`src/rtl/div_seq_pkg.sv`:
```
// Shared definitions for the sequential divider: FSM state encoding and
// handshake level names.
package div_seq_pkg;

    typedef enum logic [1:0] {
        DIV_FREE   = 2'b00,
        DIV_BYZERO = 2'b01,
        DIV_ON     = 2'b10,
        DIV_END    = 2'b11
    } div_state_t;

    localparam logic DIV_START            = 1'b1;
    localparam logic DIV_STOP             = 1'b0;
    localparam logic DIV_RESULT_READY     = 1'b1;
    localparam logic DIV_RESULT_NOT_READY = 1'b0;
    localparam logic DIV_ANNUL            = 1'b1;

endpackage

```
`src/rtl/div_seq_step.sv`:
```
// One restoring-division iteration: trial-subtract the divisor magnitude from
// the upper half of the work register and shift in the quotient bit.
module div_seq_step #(
    parameter int DATA_W = 32
) (
    input  logic [2*DATA_W:0]   work,
    input  logic [DATA_W-1:0]   divisor,
    output logic [2*DATA_W:0]   work_nxt
);

    logic [DATA_W:0] diff;

    // Negative trial difference keeps the partial remainder (quotient bit 0),
    // otherwise the difference replaces it (quotient bit 1).
    always_comb begin
        diff = {1'b0, work[2*DATA_W-1:DATA_W]} - {1'b0, divisor};
        if (diff[DATA_W]) begin
            work_nxt = {work[2*DATA_W-1:0], 1'b0};
        end else begin
            work_nxt = {diff[DATA_W-1:0], work[DATA_W-1:0], 1'b1};
        end
    end

endmodule

```
`src/rtl/div_seq.sv`:
```
// Multi-cycle radix-2 restoring divider for DIV/DIVU. Operands are reduced to
// magnitudes on accept, DATA_W iterations run one per clock, and the signs
// are reapplied when the result is registered.
module div_seq
    import div_seq_pkg::*;
#(
    parameter int DATA_W = 32,
    parameter int CNT_W  = 6
) (
    input  logic                  clk,
    input  logic                  rst,
    input  logic                  signed_div_i,
    input  logic [DATA_W-1:0]     opdata1_i,
    input  logic [DATA_W-1:0]     opdata2_i,
    input  logic                  start_i,
    input  logic                  annul_i,
    output logic [2*DATA_W-1:0]   result_o,
    output logic                  ready_o
);

    localparam int WORK_W = 2*DATA_W + 1;

    div_state_t           state_reg, state_next;
    logic [CNT_W-1:0]     cnt_reg, cnt_next;
    logic [WORK_W-1:0]    work_reg, work_next;
    logic [DATA_W-1:0]    b_mag_reg, b_mag_next;
    logic                 signed_reg, signed_next;
    logic                 a_msb_reg, a_msb_next;
    logic                 b_msb_reg, b_msb_next;
    logic [2*DATA_W-1:0]  result_reg, result_next;
    logic                 ready_reg, ready_next;

    logic [WORK_W-1:0]    step_work;
    logic [DATA_W-1:0]    a_mag, b_mag;
    logic [DATA_W-1:0]    q_raw, r_raw, q_fix, r_fix;

    div_seq_step #(.DATA_W(DATA_W)) u_step (
        .work     (work_reg),
        .divisor  (b_mag_reg),
        .work_nxt (step_work)
    );

    // Operand magnitudes at accept time and sign fix-up of the finished result.
    // Negating 0x80..0 wraps to itself, which is the correct unsigned magnitude.
    always_comb begin
        a_mag = (signed_div_i && opdata1_i[DATA_W-1]) ? -opdata1_i : opdata1_i;
        b_mag = (signed_div_i && opdata2_i[DATA_W-1]) ? -opdata2_i : opdata2_i;
        q_raw = work_reg[DATA_W-1:0];
        r_raw = work_reg[2*DATA_W:DATA_W+1];
        q_fix = (signed_reg && (a_msb_reg ^ b_msb_reg)) ? -q_raw : q_raw;
        r_fix = (signed_reg && a_msb_reg) ? -r_raw : r_raw;
    end

    // Next-state and datapath control; every register holds unless changed.
    always_comb begin
        state_next  = state_reg;
        cnt_next    = cnt_reg;
        work_next   = work_reg;
        b_mag_next  = b_mag_reg;
        signed_next = signed_reg;
        a_msb_next  = a_msb_reg;
        b_msb_next  = b_msb_reg;
        result_next = result_reg;
        ready_next  = ready_reg;
        case (state_reg)
            DIV_FREE: begin
                result_next = '0;
                ready_next  = DIV_RESULT_NOT_READY;
                if (start_i == DIV_START && annul_i != DIV_ANNUL) begin
                    if (opdata2_i == '0) begin
                        state_next = DIV_BYZERO;
                    end else begin
                        b_mag_next  = b_mag;
                        signed_next = signed_div_i;
                        a_msb_next  = opdata1_i[DATA_W-1];
                        b_msb_next  = opdata2_i[DATA_W-1];
                        cnt_next    = '0;
                        work_next   = {{DATA_W{1'b0}}, a_mag, 1'b0};
                        state_next  = DIV_ON;
                    end
                end
            end
            DIV_BYZERO: begin
                if (annul_i == DIV_ANNUL) begin
                    state_next = DIV_FREE;
                end else begin
                    result_next = '0;
                    ready_next  = DIV_RESULT_READY;
                    state_next  = DIV_END;
                end
            end
            DIV_ON: begin
                if (annul_i == DIV_ANNUL) begin
                    state_next = DIV_FREE;
                end else if (cnt_reg != CNT_W'(DATA_W)) begin
                    work_next = step_work;
                    cnt_next  = cnt_reg + 1'b1;
                end else begin
                    result_next = {r_fix, q_fix};
                    ready_next  = DIV_RESULT_READY;
                    state_next  = DIV_END;
                end
            end
            DIV_END: begin
                if (start_i == DIV_STOP) begin
                    result_next = '0;
                    ready_next  = DIV_RESULT_NOT_READY;
                    state_next  = DIV_FREE;
                end
            end
            default: state_next = DIV_FREE;
        endcase
    end

    // State and datapath registers; reset overrides start and annul.
    always_ff @(posedge clk) begin
        if (rst) begin
            state_reg  <= DIV_FREE;
            cnt_reg    <= '0;
            work_reg   <= '0;
            b_mag_reg  <= '0;
            signed_reg <= 1'b0;
            a_msb_reg  <= 1'b0;
            b_msb_reg  <= 1'b0;
            result_reg <= '0;
            ready_reg  <= DIV_RESULT_NOT_READY;
        end else begin
            state_reg  <= state_next;
            cnt_reg    <= cnt_next;
            work_reg   <= work_next;
            b_mag_reg  <= b_mag_next;
            signed_reg <= signed_next;
            a_msb_reg  <= a_msb_next;
            b_msb_reg  <= b_msb_next;
            result_reg <= result_next;
            ready_reg  <= ready_next;
        end
    end

    assign result_o = result_reg;
    assign ready_o  = ready_reg;

endmodule

```
`config.mk`:
```
export PLATFORM = sky130hd
export DESIGN_NAME = div_seq
export DESIGN_NICKNAME = d
export VERILOG_FILES = /design/src/rtl/div_seq_pkg.sv /design/src/rtl/div_seq_step.sv /design/src/rtl/div_seq.sv
export SDC_FILE = /design/constraint.sdc
export NUM_CORES = 1
export LEC_CHECK = 0
export BUFFER_PORTS_ARGS = -buffer_cell sky130_fd_sc_hd__buf_2
export CAP_MARGIN = 40
export CORE_UTILIZATION = 64
export DETAILED_ROUTE_END_ITERATION = 8
export PLACE_DENSITY = 0.87
export REMOVE_ABC_BUFFERS = 1
export SETUP_SLACK_MARGIN = 0.2
export SLEW_MARGIN = 20
export SYNTH_ARGS = -nofsm -noshare
export SYNTH_HDL_FRONTEND = slang
export SYNTH_SLANG_ARGS = --single-unit
```
`constraint.sdc`:
```
create_clock -name clk -period 7.7 [get_ports clk]
set_input_delay 0.77 -clock clk [delete_from_list [all_inputs] [get_ports clk]]
set_output_delay 0.77 -clock clk [all_outputs]
set_load 0.01 [all_outputs]
```
==> Yosys cells after proc, flatten, opt, wreduce, memory -nomap -nowiden <==
Cells that the tools add are included.
{ "op_classes": {"n_addsub": 6, "n_eq_ne": 12, "muxes": 32, "bitwise": 3, "n_reduce_logical": 12} }
{ "op_table": {"columns": ["cell", "count"], "rows": [
  ["$mux W65", 5],
  ["$mux W64", 4],
  ["$pmux W64 S4", 1],
  ["$pmux W65 S2", 1],
  ["$mux W32", 4],
  ["$neg A32 Y32", 4],
  ["$sub A32 B32 Y33", 1],
  ["$logic_not A32 Y1", 1],
  ["$mux W6", 4],
  ["$ne A2 B2 Y1 const B", 7],
  ["$mux W2", 6],
  ["$pmux W6 S2", 1],
  ["$pmux W2 S4", 1],
  ["$add A6 B1 Y6 const B", 1],
  ["$ne A6 B6 Y1 const B", 1],
  ["$reduce_and A3 Y1", 2],
  ["$logic_and A1 B1 Y1", 5],
  ["$reduce_and A5 Y1", 1],
  ["$eq A2 B2 Y1 const B", 2],
  ["$mux W1", 4],
  ["$pmux W1 S4", 1],
  ["$reduce_and A4 Y1", 1],
  ["$ne A3 B3 Y1 const B", 1],
  ["$eq A2 B1 Y1 const B", 1],
  ["4 further kinds", 5]
]} }
{ "word_totals": {"regBits": 173, "in_bits": 69, "output_inout_bits": 65, "elab_cells": 74} }

==> Logic depth before layout (Yosys ltp) <==
{ "logic_depth": {"depth_word": 6, "depth_mapped": 13} }

==> Modules after synthesis <==
From an unflattened synthesis, not the netlist that was laid out.
{ "unflattened": {"cells_unflattened": 1504, "area_unflattened_um2": 11700.0} }
{ "by_module_without_submodules": {"columns": ["module", "instances", "cells_per_inst", "area_each_um2", "seq_area_each_um2"], "rows": [
  ["div_seq", 1, 1116, 9237.6, 3463.3],
  ["div_seq_step", 1, 388, 2462.4, 0.0]
]} }

==> Worst setup path after synthesis <==
Ideal clock, no wire load.
{ "synth_timing": {"kind": "input to register", "start": "in opdata2_i[26]", "end": "reg work_reg[62]", "setup_ns": 0.134, "arrival_time_ns": 2.777, "t_required_ns": 7.566, "slack_ns": 4.789, "cell_stages": 9, "cell_sequence": "or4_1 -> or3_1 -> nor4_2 -> o21a_2 -> nor4b_2 -> nand2b_1 -> clkbuf_1 -> nand4b_1 -> o311ai_1"} }
{ "synth_via": {"elab_chain_cells": 3} }
{ "synth_lines": {"columns": ["item", "line", "source"], "rows": [
  ["start, declared", "div_seq.sv:14", "input logic [DATA_W-1:0] opdata2_i,"],
  ["$logic_not A32 Y1", "div_seq.sv:70", "if (opdata2_i == '0) begin"],
  ["$ne A2 B2 Y1 (no line)", null, null],
  ["$reduce_and A5 Y1 (no line)", null, null],
  ["end signal, assigned", "div_seq.sv:130", "work_reg <= work_next;"],
  ["end, declared", "div_seq.sv:25", "logic [WORK_W-1:0] work_reg, work_next;"]
]} }
Every way passes these cells.
A chain may end at the register's enable or synchronous reset.

==> Final worst setup path <==
{ "layout_timing": {"start": "reg work_reg[49]", "end": "reg work_reg[62]"} }
{ "layout_via": {"elab_chain_cells": 5} }
{ "layout_lines": {"columns": ["item", "line", "source"], "rows": [
  ["$sub A32 B32 Y33", "div_seq_step.sv:16", "diff = {1'b0, work[2*DATA_W-1:DATA_W]} - {1'b0, divisor};"],
  ["$mux W65", "div_seq_step.sv:17", "if (diff[DATA_W]) begin"],
  ["$mux W65", "div_seq.sv:95", "end else if (cnt_reg != CNT_W'(DATA_W)) begin"],
  ["$mux W65", "div_seq.sv:93", "if (annul_i == DIV_ANNUL) begin"],
  ["$pmux W65 S2", "div_seq.sv:65", "case (state_reg)"]
]} }
Every way passes these cells. The select of a mux whose other input is x is not followed.

==> flow_summary.toml <==
[run_status]
status = "finished clean"

[clock_network]
postCtsSetupBuffers = 0
cts_hold_buffers = 0
cts_max_level = 4
cts_tree = "yes"
clk_latency_ns = 0.43
cts.sinks = 173
post_cts_resized = 0
path_clk_slew_ns = 0.07
root_buffer = "clkbuf_16"
clk_path_buf_depth = 2
cts_buffers = 17

[layout]
layout_commonest_cell = "nand2_1"
final_area_mm2 = 0.0123
layout_common_cells = "nand2_1 (193), dfxtp_1 (173), nor2_1 (147)"
fin_util_pct = 73.7
fin_nets = 1650
drive_gt1_share_pct = 12.8
n_fill_cell = 1324
n_antenna_cell = 0
area_delta_synth_final_pct = 11.4
largest_reg_flops = 65

[pwr]
p_comb_share_pct = 39.9
p_clk_share_pct = 26.8
p_switching_mw = 1.33
leakagePower_nw = 4.98
p_int_mw = 1.92
seqPwrFrac_pct = 33.3
switching_share_pct = 40.9
p_per_area_mw_per_mm2 = 263
ir_drop_v = 0.000276

[die]
die_x_um = 134
die_h_um = 134
start_util_pct = 66.1
rows = 47
boundaryPins = 134
die_area_mm2 = 0.0178
coreArea_mm2 = 0.0168

[synthesis]
synth_area_leaders = "dfxtp_1 (31%), xnor2_1 (6.7%), nand2_1 (6.5%)"
synth_seq_cells = 173
seq_area_frac_synth_pct = 31.2
netlist_area_mm2 = 0.0111
muxShareOfSynthArea_pct = 0.293
ys_warn_count = 0
ys_types = 75
synth_compound_area_share_pct = 24.7
synth_top_family_by_area = "compound AO/OA/AOI/OAI gates"
synthDominantAreaCellType = "dfxtp_1"
ys.flop_type = "dfxtp_1"
syn_inst = 1466
syn_area_per_cell_um2 = 7.56
synthAdderAreaFrac_pct = 5.15
synth_edf_count = 0
yosys.area_share.simple_pct = 21.1
synthArstFlopShare_pct = 0
synth-xor-area-share_pct = 11.8
yosysTopAreaCellShare_pct = 31.2

[global_route]
grt_max_degree = 90
grt_pass1_vias = 9556
grt_use_total_pct = 31.4
antenna_found_initial = 0
grt_pass1_wl_um = 45900
grt_remaining_overflow = 0

[placement]
gp_congestion = 0.932
port_buffers = 133
postPlaceCellArea_mm2 = 0.0118
dpl.hpwl_um = 20200

[drt]
wl_per_cell_um = 15.9
detail-route-antenna-nets = 0
firstDrtPassIters = 5
post-route-drc-count = 0
drt_iter0_drc = 912
routed_wl_um = 28100
viasPerCell = 6.07
dr_total_vias = 10700

[setup_path]
timing.rr.start = "work_reg[49]$_SDFFE_PP0P_"
arrival_ns = 3.84
r2r_end = "work_reg[62]$_SDFFE_PP0P_"
cp_max_fo = 54
r2r_cells = 10
crit_type = "reg2reg"
start_kind = "flip-flop"
cp.required_ns = 8.00
crit_path_end_kind = "flip-flop"
worst-r2r-setup-slack_ns = 4.16

[worst_hold_path]
worstHoldPathCells = 2
min_path_type = "reg2reg"
min_to = "result_o[29]$_SDFFE_PP0P_"
holdCritStartpoint = "result_o[29]$_SDFFE_PP0P_"

[timing]
rsz0062_at_grt = "false"
max_freq_ghz = 0.282
setup_viol = 0
slew_violations = 0
finalSetupTns_ns = 0
max_slew_margin_pct = 45.2
fin_skew_ns = 0.0101
period_share_pct = 46.0
finalWorstPathRequiredPeriod_ns = 3.54
tightest_slew_ns = 0.815
finalHoldViolCount = 0

[flow_run]
cap_violations = 0
## critical path, stage by stage (launching register included)
cell      delay, ns
dfxtp_1        0.47
ha_1           0.38
a211oi_1       0.36
o211ai_1       0.15
a221oi_1       0.34
nand3_1        0.31
a31oi_4        0.28
buf_4          0.46
nand2b_1       0.38
nand4b_1       0.16
o311ai_1       0.10
## cell families after synthesis
kind of cell             Yosys count
AND/OR/NAND/NOR                  501
AO/OA/AOI/OAI                    437
flip-flops                       173
buffers and inverters            158
XOR/XNOR                         149
adder cells (fa/ha/maj)           45
multiplexers                       3
## how the worst max path moves through the flow
stage	start	endpoint	slack (ns)	cells past startpoint
3_5_place_dp	opdata2_i[7]	work_reg[44]$_SDFFE_PP0P_	3.87	11
6_report	work_reg[49]$_SDFFE_PP0P_	work_reg[62]$_SDFFE_PP0P_	4.16	10
2_1_floorplan	state_reg[0]$_SDFFE_PP0P_	work_reg[44]$_SDFFE_PP0P_	3.17	8
4_1_cts	work_reg[49]$_SDFFE_PP0P_	work_reg[62]$_SDFFE_PP0P_	4.25	10
5_1_grt	work_reg[49]$_SDFFE_PP0P_	work_reg[62]$_SDFFE_PP0P_	3.96	10
3_3_place_gp	opdata2_i[7]	work_reg[62]$_SDFFE_PP0P_	3.54	10
## synthesized netlist by cell type (all sizes together), types with 3 or more instances
library cell	count
a211oi	34
a21o	9
a21oi	140
a22o	14
a22oi	35
a31oi	12
a32oi	10
and2	9
and3	5
buf	21
clkbuf	73
dfxtp	173
ha	44
inv	64
nand2	193
nand2b	17
nand3	27
nand3b	3
nand4	11
nor2	149
nor2b	6
nor3	23
nor3b	6
nor4	22
o2111ai	3
o211ai	10
o21a	5
o21ai	109
o21bai	4
o22ai	3
o31ai	16
o41ai	11
or2	3
or3	7
or4	10
xnor2	85
xor2	64
## area by class of cell
class	instances	area (um2)	share of cell area (%)
Clock buffer	19	433	3.51
Clock inverter	13	154	1.25
Inverter	64	240	1.95
Multi-Input combinational cell	1135	7020	56.8
Sequential cell	173	3460	28.0
Tap cell	220	275	2.23
Timing Repair Buffer	145	767	6.21
## power groups by stage
stage          logic, mW  registers, mW  clock network, mW
2_1_floorplan      0.913           1.08                  0
3_3_place_gp        1.23           1.09                  0
3_5_place_dp        1.26           1.10                  0
4_1_cts             1.28           1.08              0.876
5_1_grt             1.43           1.10              0.911
6_report            1.29           1.08              0.870
## metrics by stage
stage / hold WS, ns / instances / total power [mW] / setup WS (ns)
2_1_floorplan: 0.426 / 1372 / 2.00 / 3.17
3_3_place_gp: 0.429 / 1734 / 2.32 / 3.54
3_5_place_dp: 0.436 / 1736 / 2.36 / 3.87
4_1_cts: 0.448 / 1768 / 3.24 / 4.25
5_1_grt: 0.466 / 1769 / 3.43 / 3.96
6_report: 0.446 / 1769 / 3.25 / 4.16
## metal layers
metal,vias up,GRT usage [%],wire length (um),share of wire (%)
met2,446,50.5,12600,45
li1,5314,-,-,-
met3,48,4.60,2280,8.1
met4,0,10.7,473,1.7
met1,4937,42.9,12700,45
met5,-,0,0,0
(Power assumes the default switching activity.)
